**config.mk**
```make
export PLATFORM = sky130hd
export DESIGN_NAME = stopwatch_ctrl
export DESIGN_NICKNAME = d
export VERILOG_FILES = /design/src/rtl/stopwatch_ctrl.sv
export SDC_FILE = /design/constraint.sdc
export NUM_CORES = 1
export LEC_CHECK = 0
export CAP_MARGIN = 20
export CORE_MARGIN = 5
export CORE_UTILIZATION = 30
export CTS_CLUSTER_SIZE = 12
export DETAILED_ROUTE_END_ITERATION = 6
export GPL_ROUTABILITY_DRIVEN = 0
export GPL_TIMING_DRIVEN = 0
export SYNTH_ARGS = -nofsm -noshare
export SYNTH_HDL_FRONTEND = slang
export SYNTH_SLANG_ARGS = --single-unit
```
**constraint.sdc**
```tcl
create_clock -name clk -period 2.95 [get_ports clk]
set_clock_uncertainty 0.15 [all_clocks]
set_input_delay 0.885 -clock clk [delete_from_list [all_inputs] [get_ports clk]]
set_output_delay 0.885 -clock clk [all_outputs]
set_load 0.1 [all_outputs]
```
**src/rtl/stopwatch_ctrl.sv**
```systemverilog
// Stopwatch timebase (debounce strobe, count tick) and run/pause/clear/lap sequencer.
// Lap support (lap states, lap latch control, lap counter) is built only when STOPWATCH_LAP_EN is defined.
module stopwatch_ctrl #(
    parameter int TICK_DIV = 500000,
    parameter int DEB_DIV  = 50000,
    parameter int CNT_W    = 20
) (
    input  logic       clk,
    input  logic       reset,
    input  logic       ss_pulse,
    input  logic       lap_pulse,
    input  logic       clr_pulse,
    output logic       deb_en,
    output logic       tick,
    output logic       count_en,
    output logic       count_clr,
    output logic       display_hold,
    output logic       hold_load,
    output logic       running,
    output logic [3:0] lap_count
);

    localparam logic [CNT_W-1:0] TICK_MAX = CNT_W'(TICK_DIV - 1);
    localparam logic [CNT_W-1:0] DEB_MAX  = CNT_W'(DEB_DIV - 1);

    typedef enum logic [2:0] {
        S_IDLE,
        S_RUN,
        S_PAUSE
`ifdef STOPWATCH_LAP_EN
        ,
        S_LAP_RUN,
        S_LAP_PAUSE
`endif
    } state_t;

    state_t           state, state_nx;
    logic [CNT_W-1:0] tick_cnt, deb_cnt;
    logic             ev_clr, ev_ss;
    logic             clr_take, load_take;

    // Fixed priority clr > ss > lap; losers are dropped even if the winner is ignored.
    assign ev_clr = clr_pulse;
    assign ev_ss  = ss_pulse & ~clr_pulse;

`ifdef STOPWATCH_LAP_EN
    logic ev_lap;
    assign ev_lap = lap_pulse & ~ss_pulse & ~clr_pulse;
`else
    logic unused_lap;
    assign unused_lap = lap_pulse;
`endif

    always_ff @(posedge clk or negedge reset) begin
        if (!reset) begin
            deb_cnt <= '0;
            deb_en  <= 1'b0;
        end else begin
            deb_en  <= (deb_cnt == DEB_MAX);
            deb_cnt <= (deb_cnt == DEB_MAX) ? '0 : deb_cnt + CNT_W'(1);
        end
    end

    // A clear restarts the tick phase so the first tick comes a full period later.
    always_ff @(posedge clk or negedge reset) begin
        if (!reset) begin
            tick_cnt <= '0;
            tick     <= 1'b0;
        end else if (clr_take) begin
            tick_cnt <= '0;
            tick     <= 1'b0;
        end else begin
            tick     <= (tick_cnt == TICK_MAX);
            tick_cnt <= (tick_cnt == TICK_MAX) ? '0 : tick_cnt + CNT_W'(1);
        end
    end

    always_ff @(posedge clk or negedge reset) begin
        if (!reset) begin
            state     <= S_IDLE;
            count_clr <= 1'b0;
            hold_load <= 1'b0;
        end else begin
            state     <= state_nx;
            count_clr <= clr_take;
            hold_load <= load_take;
        end
    end

    always_comb begin
        state_nx  = state;
        clr_take  = 1'b0;
        load_take = 1'b0;
        case (state)
            S_IDLE: begin
                if (ev_clr)     clr_take = 1'b1;
                else if (ev_ss) state_nx = S_RUN;
            end
            S_RUN: begin
                if (ev_ss) state_nx = S_PAUSE;
`ifdef STOPWATCH_LAP_EN
                else if (ev_lap) begin
                    state_nx  = S_LAP_RUN;
                    load_take = 1'b1;
                end
`endif
            end
            S_PAUSE: begin
                if (ev_clr) begin
                    state_nx = S_IDLE;
                    clr_take = 1'b1;
                end else if (ev_ss) begin
                    state_nx = S_RUN;
                end
            end
`ifdef STOPWATCH_LAP_EN
            S_LAP_RUN: begin
                if (ev_clr)      state_nx  = S_RUN;
                else if (ev_ss)  state_nx  = S_LAP_PAUSE;
                else if (ev_lap) load_take = 1'b1;
            end
            S_LAP_PAUSE: begin
                if (ev_ss)                 state_nx = S_LAP_RUN;
                else if (ev_clr || ev_lap) state_nx = S_PAUSE;
            end
`endif
            default: state_nx = S_IDLE;
        endcase
    end

`ifdef STOPWATCH_LAP_EN
    always_ff @(posedge clk or negedge reset) begin
        if (!reset)                             lap_count <= 4'd0;
        else if (clr_take)                      lap_count <= 4'd0;
        else if (load_take && lap_count != 4'd15) lap_count <= lap_count + 4'd1;
    end

    always_comb begin
        running      = (state == S_RUN) || (state == S_LAP_RUN);
        display_hold = (state == S_LAP_RUN) || (state == S_LAP_PAUSE);
        count_en     = tick & running;
    end
`else
    assign lap_count = 4'd0;

    always_comb begin
        running      = (state == S_RUN);
        display_hold = 1'b0;
        count_en     = tick & running;
    end
`endif

endmodule

```
==> results.toml, run 1 <==
[outcome]
status = "complete, no violations"

[floorplan]
die_h_um = 95.5
io_pins = 16
start_util = 0.306
rows = 31
core-area_sq_mm = 0.00718
die_x_um = 95.5
die_area_sq_mm = 0.00913

[critical_path]
cp_data_required_time_ns = 1.92
startpoint_type = "flip-flop"
endpoint_kind = "output port"
cp_max_fo = 3
crit_type = "flip-flop to output port"
cp.arrival_ns = 1.81
worst-r2r-setup-slack_ns = 0.58

[final_layout]
drive_gt1_frac = 0.110
n_antenna_cell = 0
final_nets = 252
finalNonFillerCells = 345
stdcell_area_sq_mm = 0.00254
area_growth_pct = 15.7

[power_and_ir_drop]
max-vdd-ir-drop_uv = 169
cellLeakagePower_nw = 1.09
report.power.total_mw = 1.22
p_per_area_mw_per_mm2 = 478

[timing]
fin_crit_ns = 2.85
hold_viol = 0
final_max_slew_viol_count = 0
hold_ws_ns = 0.319
max_slew_margin = 0.354
finalCritPeriodShare = 0.966
rsz0062_at_grt = "false"
finalSetupViolCount = 0
tightest_slew_ns = 0.965
fmax_mhz = 351

[grt]
grt_pass1_wl_um = 6970
grt_pass1_vias = 1485
gr-total-overflow = 0
grt_use_total = 0.0963
antenna_found_initial = 0
grt_start_max_net_pins = 35

[clocking]
cts-root-buf = "clkbuf_8"
clock_latency_ns = 0.30
cts-htree-levels = 2
cts.path.max_buffers = 2
post_cts_buffers = 0
cts_buffers = 5
cts_tree = "built"
clock-sinks = 46
clk_pin_slew_worst_paths_ns = 0.09
hold_buffers = 0
ctsResizeCount = 4

[synth]
synth_area_sq_mm = 0.00219
synth-adder-area-share = 0.0114
synth_edf_count = 0
yosys.area.top_type = "dfrtp_1"
async_flop_share = 1.00
post-synth-top-count-cell = "dfrtp_1"
yosys_warnings = 0
synth_top_area_share = 0.525
avgSynthCellArea_sq_um = 9.84
ys_top_cells_by_count = "46 x dfrtp_1, 36 x nor2_1, 16 x xnor2_1, 14 x nand2_1, 13 x nand3_1"
yosys.area_share.simple = 0.253
synth_top_family_by_area = "simple AND/OR/NAND/NOR gates"
synth_mux_area_frac = 0.00513
netlist_instances = 223
seq_area_frac_synth = 0.525
synthXorXnorAreaFrac = 0.112
synth.distinct_cells = 31
synth_area_leaders = "dfrtp_1 52%, xnor2_1 6.4%, nor2_1 6.2%"
synth_flop_cell = "dfrtp_1"
synth-compound-area-share = 0.0496
ys_ff_latch = 46

[routing]
drt-initial-drc-count = 78
postRouteAntennaNets = 0
drt-pass1-iter-count = 4
drt_wl_total_um = 3850
via_count = 1539
routedWlPerCell_um = 11.1
viasPerCell = 4.46
remaining_drc_errors = 0

[placed_design]
hpwl_um = 2730
placed_area_sq_mm = 0.00244
port_buffers = 8
place_inst = 337

[flow_run]
cap_viol_max_count = 0

[hold_path]
min_path_type = "primary input to asynchronous set/reset pin"
area by class of cell:
| type | count | area, sq um |
|---|---|---|
| clock inverters | 2 | 12.5 |
| clock buffers | 6 | 82.6 |
| well taps | 99 | 124 |
| fillers | 741 | 4640 |
| multi-input cells | 165 | 980 |
| inverters | 8 | 30.0 |
| repair buffers | 9 | 95.1 |
| flip-flops and latches | 46 | 1150 |
| plain buffers | 10 | 65.1 |
where the power goes:
| part | leakage [nW] | internal (mW) | switching (mW) |
|---|---|---|---|
| clock | 0.0472 | 0.188 | 0.211 |
| sequential | 0.619 | 0.656 | 0.0275 |
| combinational | 0.428 | 0.0413 | 0.0907 |
cells by family after synthesis:
family | count (synthesis)
compound gates | 18
xor+xnor | 28
fa+ha+maj | 2
buf+inv | 18
flops | 46
mux | 1
other cells | 1
simple gates | 109
critical path, stage by stage, from the launching register on:
cell	delay, ns
dfrtp_1	0.40
nand2b_1	0.19
nor2_4	0.09
dlygate4sd2_1	0.85
final timing paths:
path,startpoint,to,cells past startpoint
setup reg to reg,tick_cnt[0]$_DFF_PN0_,tick_cnt[9]$_DFF_PN0_,7
hold / removal,reset,deb_cnt[13]$_DFF_PN0_,1
max in group asynchronous,reset,tick_cnt[17]$_DFF_PN0_,2
hold reg to reg,deb_cnt[19]$_DFF_PN0_,deb_cnt[19]$_DFF_PN0_,1
setup / recovery,state[1]$_DFFE_PN0P_,running,3
min in group clk,deb_cnt[19]$_DFF_PN0_,deb_cnt[19]$_DFF_PN0_,1
per-stage QoR:
stage	util	TNS (ns)	worst slack, ns
2_1_floorplan	-	0	0.295
3_3_place_gp	0.339	-21.06	-0.460
3_5_place_dp	0.341	-0.00163	-0.00163
4_1_cts	0.354	0	0.0788
5_1_grt	0.354	0	0.00154
6_report	0.354	0	0.101
registers in the layout, summed over array words and instances, names as in the netlist:
name       cells
deb_en         1
state          3
tick           1
count_clr      1
deb_cnt       20
tick_cnt      20
cell usage in the layout, fill, tap and decap left out, types with 2 or more instances in the layout:
master	n
inv_1	8
conb_1	7
or4_1	6
nand2b_1	3
nor4_1	6
nand3_1	13
xor2_1	12
and3_1	3
clkbuf_8	6
ha_1	2
nand4_1	8
buf_4	6
xnor2_1	16
a21oi_1	9
o21ai_0	3
o31ai_1	4
dfrtp_1	46
or3_1	4
nor2_1	35
clkdlybuf4s50_1	5
buf_2	5
nand2_1	14
nor3_1	8
routing by layer:
metal / global-route usage / wire (um)
met5: 0 / 0
met4: 0.0308 / 40
met3: 0.0284 / 121
met2: 0.135 / 1680
met1: 0.140 / 2010
(Power assumes the default switching activity.)
==> inputs of run 2 (changes only) <==
--- a/config.mk
+++ b/config.mk
@@ -6,7 +6,6 @@
 export NUM_CORES = 1
 export LEC_CHECK = 0
 export CAP_MARGIN = 20
-export CORE_MARGIN = 5
 export CORE_UTILIZATION = 30
 export CTS_CLUSTER_SIZE = 12
 export DETAILED_ROUTE_END_ITERATION = 6
==> run 2 against run 1 <==
Net effect:
- clock-buffer cell count increased by 1
- critical path depth unchanged
- first-iteration DRC count increased by 18%
- clock power decreased by 2%
- critical path type unchanged
- sequential share of layout area increased by 0.13 points
- non-clock buffer count unchanged
- worst hold slack about the same
- maximum frequency decreased by 0.25%
- sequential cell count unchanged
- combinational power about the same
- routed wire length increased by 1.1%
==> results.toml, run 2 (synthesized netlist as in run 1, its figures left out) <==
[outcome]
status = "complete, no violations"

[placed_design]
hpwl_um = 2770
placed_area_sq_mm = 0.00244
port_buffers = 8

[grt]
grt_start_max_net_pins = 35
antenna_found_initial = 0
grt_pass1_vias = 1493
grt_use_total = 0.116
gr-total-overflow = 0
grt_pass1_wl_um = 6910

[critical_path]
cp_cell_sequence = "nand2b_1 -> nor2_4 -> dlygate4sd2_1"
cp_slowest_cell = "dlygate4sd2_1"
rr_startpoint = "tick_cnt[0]$_DFF_PN0_"
rr_worst_depth = 7
worst-r2r-setup-slack_ns = 0.56
cp.arrival_ns = 1.82
cp_data_required_time_ns = 1.92
slowest_delay_ns = 0.85
startpoint_type = "flip-flop"
reg2reg_to = "tick_cnt[7]$_DFF_PN0_"
endpoint_kind = "output port"
cp_max_fo = 3
crit_type = "flip-flop to output port"

[clocking]
clk_pin_slew_worst_paths_ns = 0.08
post_cts_buffers = 0
cts-root-buf = "clkbuf_8"
cts-htree-levels = 2
cts_buffers = 5
hold_buffers = 0
cts.path.max_buffers = 2
clock_latency_ns = 0.29
clock-sinks = 46
cts_tree = "built"

[routing]
drt-initial-drc-count = 92
via_count = 1585
postRouteAntennaNets = 0
routedWlPerCell_um = 11.4
viasPerCell = 4.63
drt_wl_total_um = 3890
drt-pass1-iter-count = 4
remaining_drc_errors = 0

[floorplan]
rows = 30
die_x_um = 87.5
core-area_sq_mm = 0.00694
io_pins = 16
start_util = 0.316
die_area_sq_mm = 0.00766
die_h_um = 87.5

[final_layout]
n_antenna_cell = 0
final_common_cell = "dfrtp_1"
final_cell_mix = "46 x dfrtp_1, 35 x nor2_1, 16 x xnor2_1"
area_growth_pct = 15.4
reg_top3 = "deb_cnt x20, tick_cnt x20, state x3"
stdcell_area_sq_mm = 0.00253
drive_gt1_frac = 0.106
final_nets = 252
final_util = 0.365

[timing]
finalSetupViolCount = 0
final_max_slew_viol_count = 0
hold_ws_ns = 0.320
rsz0062_at_grt = "false"
tightest_slew_ns = 0.962
fin_crit_ns = 2.86
max_slew_margin = 0.357
fmax_mhz = 350
finalCritPeriodShare = 0.968
hold_viol = 0

[power_and_ir_drop]
power.share.clock = 0.323
seq_power_share = 0.568
sw_frac_of_total = 0.265
p_sw_mw = 0.320
power_frac_comb = 0.109
cellLeakagePower_nw = 1.10
max-vdd-ir-drop_uv = 138
internal_power_mw = 0.887
p_per_area_mw_per_mm2 = 476
report.power.total_mw = 1.21

[hold_path]
min_path_type = "primary input to asynchronous set/reset pin"

[flow_run]
cap_viol_max_count = 0
-- run 2: cell types whose count changed in the layout (fill, tap and decap cells not counted), sizes merged --
cell      previous run  this run
clkbuf               6         7
clkinvlp             1         0
-- run 2: worst max-delay path: cells and delay by family, from the launching register on --
family                 cells  cell delay, ns
DFF                        1            0.39
and+or+nand+nor            2            0.28
buffers and inverters      1            0.85
-- run 2: power by group through the flow --
stage	Combinational, mW	Clock, mW	Sequential (mW)
floorplan	0.0969	0	0.698
global placement	0.130	0	0.696
detailed placement	0.135	0	0.697
CTS	0.134	0.410	0.685
global route	0.149	0.433	0.690
finish	0.132	0.390	0.685
-- run 2: how the worst max path moves through the flow --
stage | start | endpoint | slack, ns | depth (start not counted)
3_5_place_dp | state[1]$_DFFE_PN0P_ | count_en | 0.007 | 4
6_report | state[1]$_DFFE_PN0P_ | running | 0.09 | 3
5_1_grt | state[1]$_DFFE_PN0P_ | running | 0.02 | 3
2_1_floorplan | state[1]$_DFFE_PN0P_ | count_en | 0.29 | 3
4_1_cts | state[1]$_DFFE_PN0P_ | running | 0.07 | 3
3_3_place_gp | reset | tick_cnt[6]$_DFF_PN0_ | -0.43 | 1
-- run 2: cell type report --
cell class,count,area (sq um)
fill,699,4410
sequential,46,1150
multi-input combinational,165,980
tap,96,120
timing repair buffer,9,95.1
clock buffer,7,86.3
buffer,10,65.1
inverter,8,30.0
clock inverter,1,5.00
-- run 2: metrics by stage --
step	setup WS, ns	cells	setup TNS [ns]
finish	0.0938	342	0
global route	0.0227	342	0
CTS	0.0732	342	0
detailed placement	0.00750	334	0
global placement	-0.427	333	-19.58
floorplan	0.295	229	0
-- run 2: routing by layer --
metal,GRT usage,routed length (um)
met3,0.0311,132
met2,0.170,1730
met4,0.0402,41
met1,0.163,1990
met5,0,0
-- run 2: what timing repair did --
item | in CTS | in global routing
setup endpoints to repair | 2 | 0
endpoints found under the hold margin | 0 | 0
resized for setup | 4 | 0
==> inputs of run 3 (changes only) <==
--- a/config.mk
+++ b/config.mk
@@ -5,6 +5,7 @@
 export SDC_FILE = /design/constraint.sdc
 export NUM_CORES = 1
 export LEC_CHECK = 0
+export ABC_CLOCK_PERIOD_IN_PS = 2950
 export CAP_MARGIN = 20
 export CORE_UTILIZATION = 30
 export CTS_CLUSTER_SIZE = 12
==> results of run 3 <==
No change in the layout: final DEF, timing and power equal those of run 2.
